### src/rtl/pipeline_stream_pkg.sv
// pipeline_stream_pkg
//   Shared state encodings for the pipeline stream controller.
//   issue_state_t : issue-side 4-phase handshake toward the pipeline input
//   acc_state_t   : accept-side 4-phase handshake from the pipeline output
package pipeline_stream_pkg;

    typedef enum logic [1:0] {
        ISSUE_IDLE,
        ISSUE_REQ,
        ISSUE_RELEASE
    } issue_state_t;

    typedef enum logic {
        ACC_WAIT,
        ACC_ACK
    } acc_state_t;

endpackage

### src/rtl/stream_fifo.sv
// stream_fifo
//   Small synchronous FIFO holding pipeline results until the consumer pops.
//   The head entry is read straight from the storage registers, so it is
//   valid in the cycle after the write edge.
// Ports:
//   clk, reset_n   clock / asynchronous active-low reset (pointers and count)
//   push, push_data write one entry (ignored when full)
//   pop            remove head entry (ignored when empty)
//   flush          discard all entries; takes priority over push and pop
//   count          number of stored entries
//   head           oldest entry (undefined when count is 0)
module stream_fifo #(
    parameter int DATA_WIDTH = 32,
    parameter int DEPTH      = 4,
    localparam int AW        = $clog2(DEPTH),
    localparam int CW        = $clog2(DEPTH + 1)
) (
    input  logic                  clk,
    input  logic                  reset_n,
    input  logic                  push,
    input  logic [DATA_WIDTH-1:0] push_data,
    input  logic                  pop,
    input  logic                  flush,
    output logic [CW-1:0]         count,
    output logic [DATA_WIDTH-1:0] head
);

    logic [DATA_WIDTH-1:0] mem [DEPTH];
    logic [AW-1:0]         wr_ptr;
    logic [AW-1:0]         rd_ptr;
    logic                  do_push;
    logic                  do_pop;

    assign do_push = push && (count != CW'(DEPTH));
    assign do_pop  = pop && (count != '0);
    assign head    = mem[rd_ptr];

    // Storage carries no reset; only pointers and count define validity.
    always_ff @(posedge clk) begin
        if (do_push && !flush) begin
            mem[wr_ptr] <= push_data;
        end
    end

    // DEPTH is a power of two, so the pointers wrap naturally.
    always_ff @(posedge clk or negedge reset_n) begin
        if (!reset_n) begin
            wr_ptr <= '0;
            rd_ptr <= '0;
            count  <= '0;
        end else if (flush) begin
            wr_ptr <= '0;
            rd_ptr <= '0;
            count  <= '0;
        end else begin
            if (do_push) wr_ptr <= wr_ptr + AW'(1);
            if (do_pop)  rd_ptr <= rd_ptr + AW'(1);
            case ({do_push, do_pop})
                2'b10:   count <= count + CW'(1);
                2'b01:   count <= count - CW'(1);
                default: count <= count;
            endcase
        end
    end

endmodule

### src/rtl/pipeline_stream_ctrl.sv
// pipeline_stream_ctrl
//   Issues a strided stream of fetch addresses into the pipeline input
//   handshake and collects pipeline results into an output FIFO. Issues are
//   limited by MAX_OUTSTANDING and by FIFO credit (outstanding + queued
//   results never exceed OUT_DEPTH). A redirect restarts the stream at
//   redirect_pc, flushes the FIFO and drops every result still in flight.
// Ports:
//   clk, reset_n          clock / asynchronous active-low reset
//   enable                permits new issues
//   redirect_valid/_pc    one-cycle redirect and its new start address
//   pipe_dir/pipe_data_in request and address toward the pipeline
//   pipe_ack_from         pipeline accepted the request
//   pipe_dor/pipe_data_out pipeline result handshake and data
//   pipe_ack_to           result accepted
//   out_valid/out_data/out_ready  FIFO head toward the consumer
//   pc                    next address to issue
//   outstanding           requests issued and not yet returned
module pipeline_stream_ctrl
    import pipeline_stream_pkg::*;
#(
    parameter int                    ADDR_WIDTH      = 32,
    parameter int                    DATA_WIDTH      = 32,
    parameter int                    STRIDE          = 4,
    parameter logic [ADDR_WIDTH-1:0] RESET_PC        = '0,
    parameter int                    MAX_OUTSTANDING = 4,
    parameter int                    OUT_DEPTH       = 4
) (
    input  logic                                   clk,
    input  logic                                   reset_n,
    input  logic                                   enable,
    input  logic                                   redirect_valid,
    input  logic [ADDR_WIDTH-1:0]                  redirect_pc,
    output logic                                   pipe_dir,
    output logic [ADDR_WIDTH-1:0]                  pipe_data_in,
    input  logic                                   pipe_ack_from,
    input  logic                                   pipe_dor,
    input  logic [DATA_WIDTH-1:0]                  pipe_data_out,
    output logic                                   pipe_ack_to,
    output logic                                   out_valid,
    output logic [DATA_WIDTH-1:0]                  out_data,
    input  logic                                   out_ready,
    output logic [ADDR_WIDTH-1:0]                  pc,
    output logic [$clog2(MAX_OUTSTANDING+1)-1:0]   outstanding
);

    localparam int OW = $clog2(MAX_OUTSTANDING + 1);
    localparam int FW = $clog2(OUT_DEPTH + 1);
    localparam int DW = $clog2(MAX_OUTSTANDING + 2);

    issue_state_t          issue_state, issue_state_d;
    acc_state_t            acc_state, acc_state_d;
    logic                  pipe_dir_d;
    logic [ADDR_WIDTH-1:0] pipe_data_in_d;
    logic [ADDR_WIDTH-1:0] pc_d;
    logic                  req_stale, req_stale_d;
    logic [OW-1:0]         outstanding_d;
    logic [DW-1:0]         drop_cnt, drop_cnt_d;
    logic                  pipe_ack_to_d;

    logic                  can_issue;
    logic                  issue_ack;
    logic                  capture;
    logic                  fifo_push;
    logic                  fifo_pop;
    logic [FW-1:0]         fifo_count;

    assign issue_ack = (issue_state == ISSUE_REQ) && pipe_ack_from;
    assign capture   = (acc_state == ACC_WAIT) && pipe_dor;
    assign out_valid = (fifo_count != '0);
    assign fifo_pop  = out_valid && out_ready;

    // Credit rule: every in-flight request owns a FIFO slot, so a returning
    // result always finds room.
    assign can_issue = enable && !redirect_valid
                       && (int'(outstanding) < MAX_OUTSTANDING)
                       && (int'(outstanding) + int'(fifo_count) < OUT_DEPTH);

    // Issue FSM next state. req_stale marks a request that was pending when
    // a redirect arrived: its ack must not advance the already-redirected pc.
    always_comb begin
        issue_state_d  = issue_state;
        pipe_dir_d     = pipe_dir;
        pipe_data_in_d = pipe_data_in;
        pc_d           = pc;
        req_stale_d    = req_stale;
        case (issue_state)
            ISSUE_IDLE: begin
                if (can_issue) begin
                    issue_state_d  = ISSUE_REQ;
                    pipe_dir_d     = 1'b1;
                    pipe_data_in_d = pc;
                end
            end
            ISSUE_REQ: begin
                if (pipe_ack_from) begin
                    issue_state_d = ISSUE_RELEASE;
                    pipe_dir_d    = 1'b0;
                    req_stale_d   = 1'b0;
                    if (!req_stale) pc_d = pc + ADDR_WIDTH'(STRIDE);
                end else if (redirect_valid) begin
                    req_stale_d = 1'b1;
                end
            end
            ISSUE_RELEASE: begin
                if (!pipe_ack_from) issue_state_d = ISSUE_IDLE;
            end
            default: issue_state_d = ISSUE_IDLE;
        endcase
        if (redirect_valid) pc_d = redirect_pc;
    end

    // Accept FSM next state.
    always_comb begin
        acc_state_d   = acc_state;
        pipe_ack_to_d = pipe_ack_to;
        case (acc_state)
            ACC_WAIT: begin
                if (pipe_dor) begin
                    acc_state_d   = ACC_ACK;
                    pipe_ack_to_d = 1'b1;
                end
            end
            ACC_ACK: begin
                if (!pipe_dor) begin
                    acc_state_d   = ACC_WAIT;
                    pipe_ack_to_d = 1'b0;
                end
            end
            default: acc_state_d = ACC_WAIT;
        endcase
    end

    // In-flight count, drop accounting and FIFO write decision.
    always_comb begin
        case ({issue_ack, capture})
            2'b10:   outstanding_d = outstanding + OW'(1);
            2'b01:   outstanding_d = outstanding - OW'(1);
            default: outstanding_d = outstanding;
        endcase

        drop_cnt_d = drop_cnt;
        fifo_push  = 1'b0;
        if (redirect_valid) begin
            // Everything still in flight after this edge is stale, including
            // a request that the pipeline has not yet accepted.
            drop_cnt_d = DW'(outstanding_d)
                       + DW'((issue_state == ISSUE_REQ) && !pipe_ack_from);
        end else if (capture) begin
            if (drop_cnt != '0) drop_cnt_d = drop_cnt - DW'(1);
            else                fifo_push  = 1'b1;
        end
    end

    always_ff @(posedge clk or negedge reset_n) begin
        if (!reset_n) begin
            issue_state  <= ISSUE_IDLE;
            acc_state    <= ACC_WAIT;
            pipe_dir     <= 1'b0;
            pipe_data_in <= '0;
            pc           <= RESET_PC;
            req_stale    <= 1'b0;
            outstanding  <= '0;
            drop_cnt     <= '0;
            pipe_ack_to  <= 1'b0;
        end else begin
            issue_state  <= issue_state_d;
            acc_state    <= acc_state_d;
            pipe_dir     <= pipe_dir_d;
            pipe_data_in <= pipe_data_in_d;
            pc           <= pc_d;
            req_stale    <= req_stale_d;
            outstanding  <= outstanding_d;
            drop_cnt     <= drop_cnt_d;
            pipe_ack_to  <= pipe_ack_to_d;
        end
    end

    stream_fifo #(
        .DATA_WIDTH (DATA_WIDTH),
        .DEPTH      (OUT_DEPTH)
    ) u_fifo (
        .clk       (clk),
        .reset_n   (reset_n),
        .push      (fifo_push),
        .push_data (pipe_data_out),
        .pop       (fifo_pop),
        .flush     (redirect_valid),
        .count     (fifo_count),
        .head      (out_data)
    );

endmodule

### config.mk
export PLATFORM = sky130hd
export DESIGN_NAME = pipeline_stream_ctrl
export DESIGN_NICKNAME = d
export VERILOG_FILES = /design/src/rtl/pipeline_stream_pkg.sv /design/src/rtl/stream_fifo.sv /design/src/rtl/pipeline_stream_ctrl.sv
export SDC_FILE = /design/constraint.sdc
export NUM_CORES = 1
export LEC_CHECK = 0
export ABC_AREA = 1
export BUFFER_PORTS_ARGS = -buffer_cell sky130_fd_sc_hd__buf_4
export CAP_MARGIN = 20
export CELL_PAD_IN_SITES_DETAIL_PLACEMENT = 1
export CELL_PAD_IN_SITES_GLOBAL_PLACEMENT = 2
export CORE_MARGIN = 1
export CORE_UTILIZATION = 25
export CTS_CLUSTER_SIZE = 28
export DETAILED_ROUTE_END_ITERATION = 10
export PLACE_DENSITY_LB_ADDON = 0.1
export REMOVE_ABC_BUFFERS = 1
export SYNTH_ARGS = -nofsm -noshare
export SYNTH_HDL_FRONTEND = slang
export SYNTH_SLANG_ARGS = --single-unit
### constraint.sdc
create_clock -name clk -period 3.3 [get_ports clk]
set_clock_uncertainty 0.05 [all_clocks]
set_input_delay 0.495 -clock clk [delete_from_list [all_inputs] [get_ports clk]]
set_output_delay 0.495 -clock clk [all_outputs]
set_load 0.01 [all_outputs]
==> results.md <==
- Leading area contributor after synthesis: edfxtp_1
- Filler cell count: around 4,200
- Core area: roughly 37,000 um^2
- Fin util: approximately 33%
- Run status: finished, final reports clean
- FF-to-FF path depth: 12
- Initial Utilization: around 26%
- Max FO, Critical Path: 8
- Post_cts resized: 0
- Critical path class: primary input to register
- Synth cell types: 37
- Max-slew violations: 0
- Register bit total from synthesis: 211
- Startpoint Class: primary input
- Total grt overflow: 0
- Synthesis Warnings: 0
- Post-CTS setup buffers: 0
- Skew-Pair Late Insertion Delay: roughly 0.53 ns
- Routed WL: around 30,000 um
- Wire length per cell: about 18 um
- Final Critical Period: 2.72 ns
- Worst-path clk slew: ~0.060 ns
- RSZ-0062 raised after global routing: no
- Syn Area/Cell: roughly 10 um^2
- Slew HR: 45.7%
- Most frequent cells in the layout: nand2_1, buf_4, edfxtp_1, nor2_1, o21ai_0
- Number of global-route vias before repair: ~7,700
- DRT iter0 DRCs: just over 300
- VDD IR max: a little under 300 uV
- Count of final setup violators: 0
- Critical path endpoint: u_fifo.count[2]$_DFFE_PN0P_
- Commonest non-fill, non-tap cell in the layout: nand2_1
- Post-layout nets: around 1,200
- H-tree depth: 1
- Period Utilization, post-route: between 80% and 90%
- CTS sink count: between 200 and 250
- Worst-Margin Slew: between 0.8 and 0.9 ns
- Die area: roughly 38,000 um^2
- Hold_buf cts: 2
- Setup TNS: 0 ns
- Maximum clock path buffer count: 3
- Fmax: approximately 0.37 GHz
- Required time worst endpoint: approximately 3.7 ns
- Maxcap violations: 0
- Fraction of layout cells with a size suffix above 1: between 20 and 25%
- Largest net degree at the start of global routing: 66
- Vias: 7,143
- Final estimated routing congestion in global placement: just over 0.7
- Post-Synthesis Cells: between 900 and 1,000
- Layout area overhead: 29.4%
- Drt first pass iters: 4
- Arr. time, crit path: between 3 and 4 ns
- Via/cell ratio: between 4 and 5
- Critical Path Start: pipe_dor
- R2R Path End: u_fifo.count[2]$_DFFE_PN0P_
- Cell Area, Synth: about 9400 um^2
- PwrDens: about 700 nW/um^2
- Crit Reg-Reg Startpoint: acc_state$_DFF_PN0_
- ANT cells: 0
- Final hold violation count: 0
- DRC: 0
- HPWL Detailed: 19,600 um
- Post-synth EDFFs: 128
- FP Rows: 70
- Register area share after synthesis: 63.2%
- Reg2Reg Setup Slack: about 0.75 ns
- Num CTS Buffers: 26
- Initial antenna violation count: 0
- Min-Delay Path Class: primary input to register
- P_leak: approximately 0.0050 uW
- Fraction of registers with async set or reset after synthesis: roughly 39%
- DIE WIDTH: 196 um
- IO Port Bufs: ~170
- CTS Root Buffer Type: clkbuf_16
- Antenna Nets Post-Route: 0
- GRT Resource Usage Total: around 15%
- CTS tree: done
- Top_reg_cell synth: edfxtp_1
- I/O pins: about 170
- Synth top area share: approximately two fifths
- Area contributors post-synth: edfxtp_1, dfrtp_1, nand2_1
- Vert. Die Dim: about 200 um
- Crit. End Element: register
- First-pass GRT wire length: between 40,000 and 50,000 um
==> report_power, final <==
group / switching, uW / internal, uW / leakage (uW) / total [uW]
clock: 1140 / 1760 / 0.000421 / 2900
sequential: 298 / 3130 / 0.00218 / 3430
combinational: 1430 / 972 / 0.00244 / 2400
==> worst min path at each step <==
stage,start,end,depth (start not counted)
floorplan,reset_n,acc_state$_DFF_PN0_,0
global placement,acc_state$_DFF_PN0_,pipe_ack_to$_DFFE_PN0P_,1
detailed placement,acc_state$_DFF_PN0_,pipe_ack_to$_DFFE_PN0P_,1
CTS,redirect_pc[1],pc[1]$_DFFE_PN0P_,3
global route,pipe_data_out[6],u_fifo.mem[0][6]$_DFFE_PP_,1
finish,redirect_pc[1],pc[1]$_DFFE_PN0P_,3
==> flip-flops by register name, indices dropped and copies added (netlist names) <==
name           count
u_fifo.mem       128
pc                32
pipe_data_in      32
drop_cnt           3
outstanding        3
u_fifo.count       3
issue_state        2
u_fifo.rd_ptr      2
u_fifo.wr_ptr      2
acc_state          1
pipe_ack_to        1
pipe_dir           1
req_stale          1
==> worst max-delay path: stages <==
cell,delay [ns]
dlygate4sd3_1,0.53
buf_4,0.11
ha_1,0.22
inv_1,0.09
nor3_4,0.23
nand2_2,0.22
nand2_1,0.23
inv_1,0.08
fa_1,0.38
xor2_1,0.19
mux2i_1,0.22
nand2_1,0.06
nand2_1,0.06
==> cell type report <==
cell class              instances  area (um^2)  share of cell area [%]
clock inverters                18          209                    1.72
well taps                     468          586                    4.83
inverters                      49          184                    1.52
multi-input cells             629         3100                    25.5
repair buffers                191         1460                    12.1
flip-flops and latches        211         5920                    48.9
clock buffers                  29          662                    5.46
==> cells by family (layout without fill, tap and decap cells) <==
kind of cell    count (synthesis)  count (layout)  synth area share [%]
simple gates                  419             419                  18.7
xor+xnor                       13              13                  1.22
fa+ha+maj                      15              15                  2.16
buf+inv                        88             287                  4.07
compound gates                181             181                  10.6
mux                             1               1                 0.107
flops                         211             211                  63.2
==> per-stage QoR <==
step	cells	power (uW)	hold WS, ns	worst slack [ns]	instance area, um^2
floorplan	889	4590	0.149	0.250	9170
global placement	1546	5940	0.399	0.641	11200
detailed placement	1546	5970	0.407	0.567	11200
CTS	1595	8930	0.0830	0.578	12100
global route	1595	9280	0.0966	0.356	12100
finish	1595	8720	0.110	0.581	12100
==> cell usage after synthesis (2+ instances only) <==
master,number
clkbuf_1,24
a22oi_1,11
nand2_2,4
buf_2,8
nor2_2,6
buf_6,4
a31oi_1,4
o21ai_0,114
nand3b_1,6
o22ai_1,33
o21ai_1,5
xor2_1,8
inv_2,4
nor2_1,130
nor2_4,3
nand3_1,34
dfrtp_1,83
inv_1,45
ha_1,13
buf_4,3
fa_1,2
a21oi_1,10
edfxtp_1,128
nand2_4,2
nand2_1,228
xnor2_1,5
==> layer usage <==
layer,vias up,GRT usage [%],routed length (um)
li1,3515,-,-
met1,3469,20.2,13300
met2,132,26.4,14100
met3,27,2.85,1420
met4,0,3.15,433
met5,-,0,0
Power figures use the tool's default switching activity.
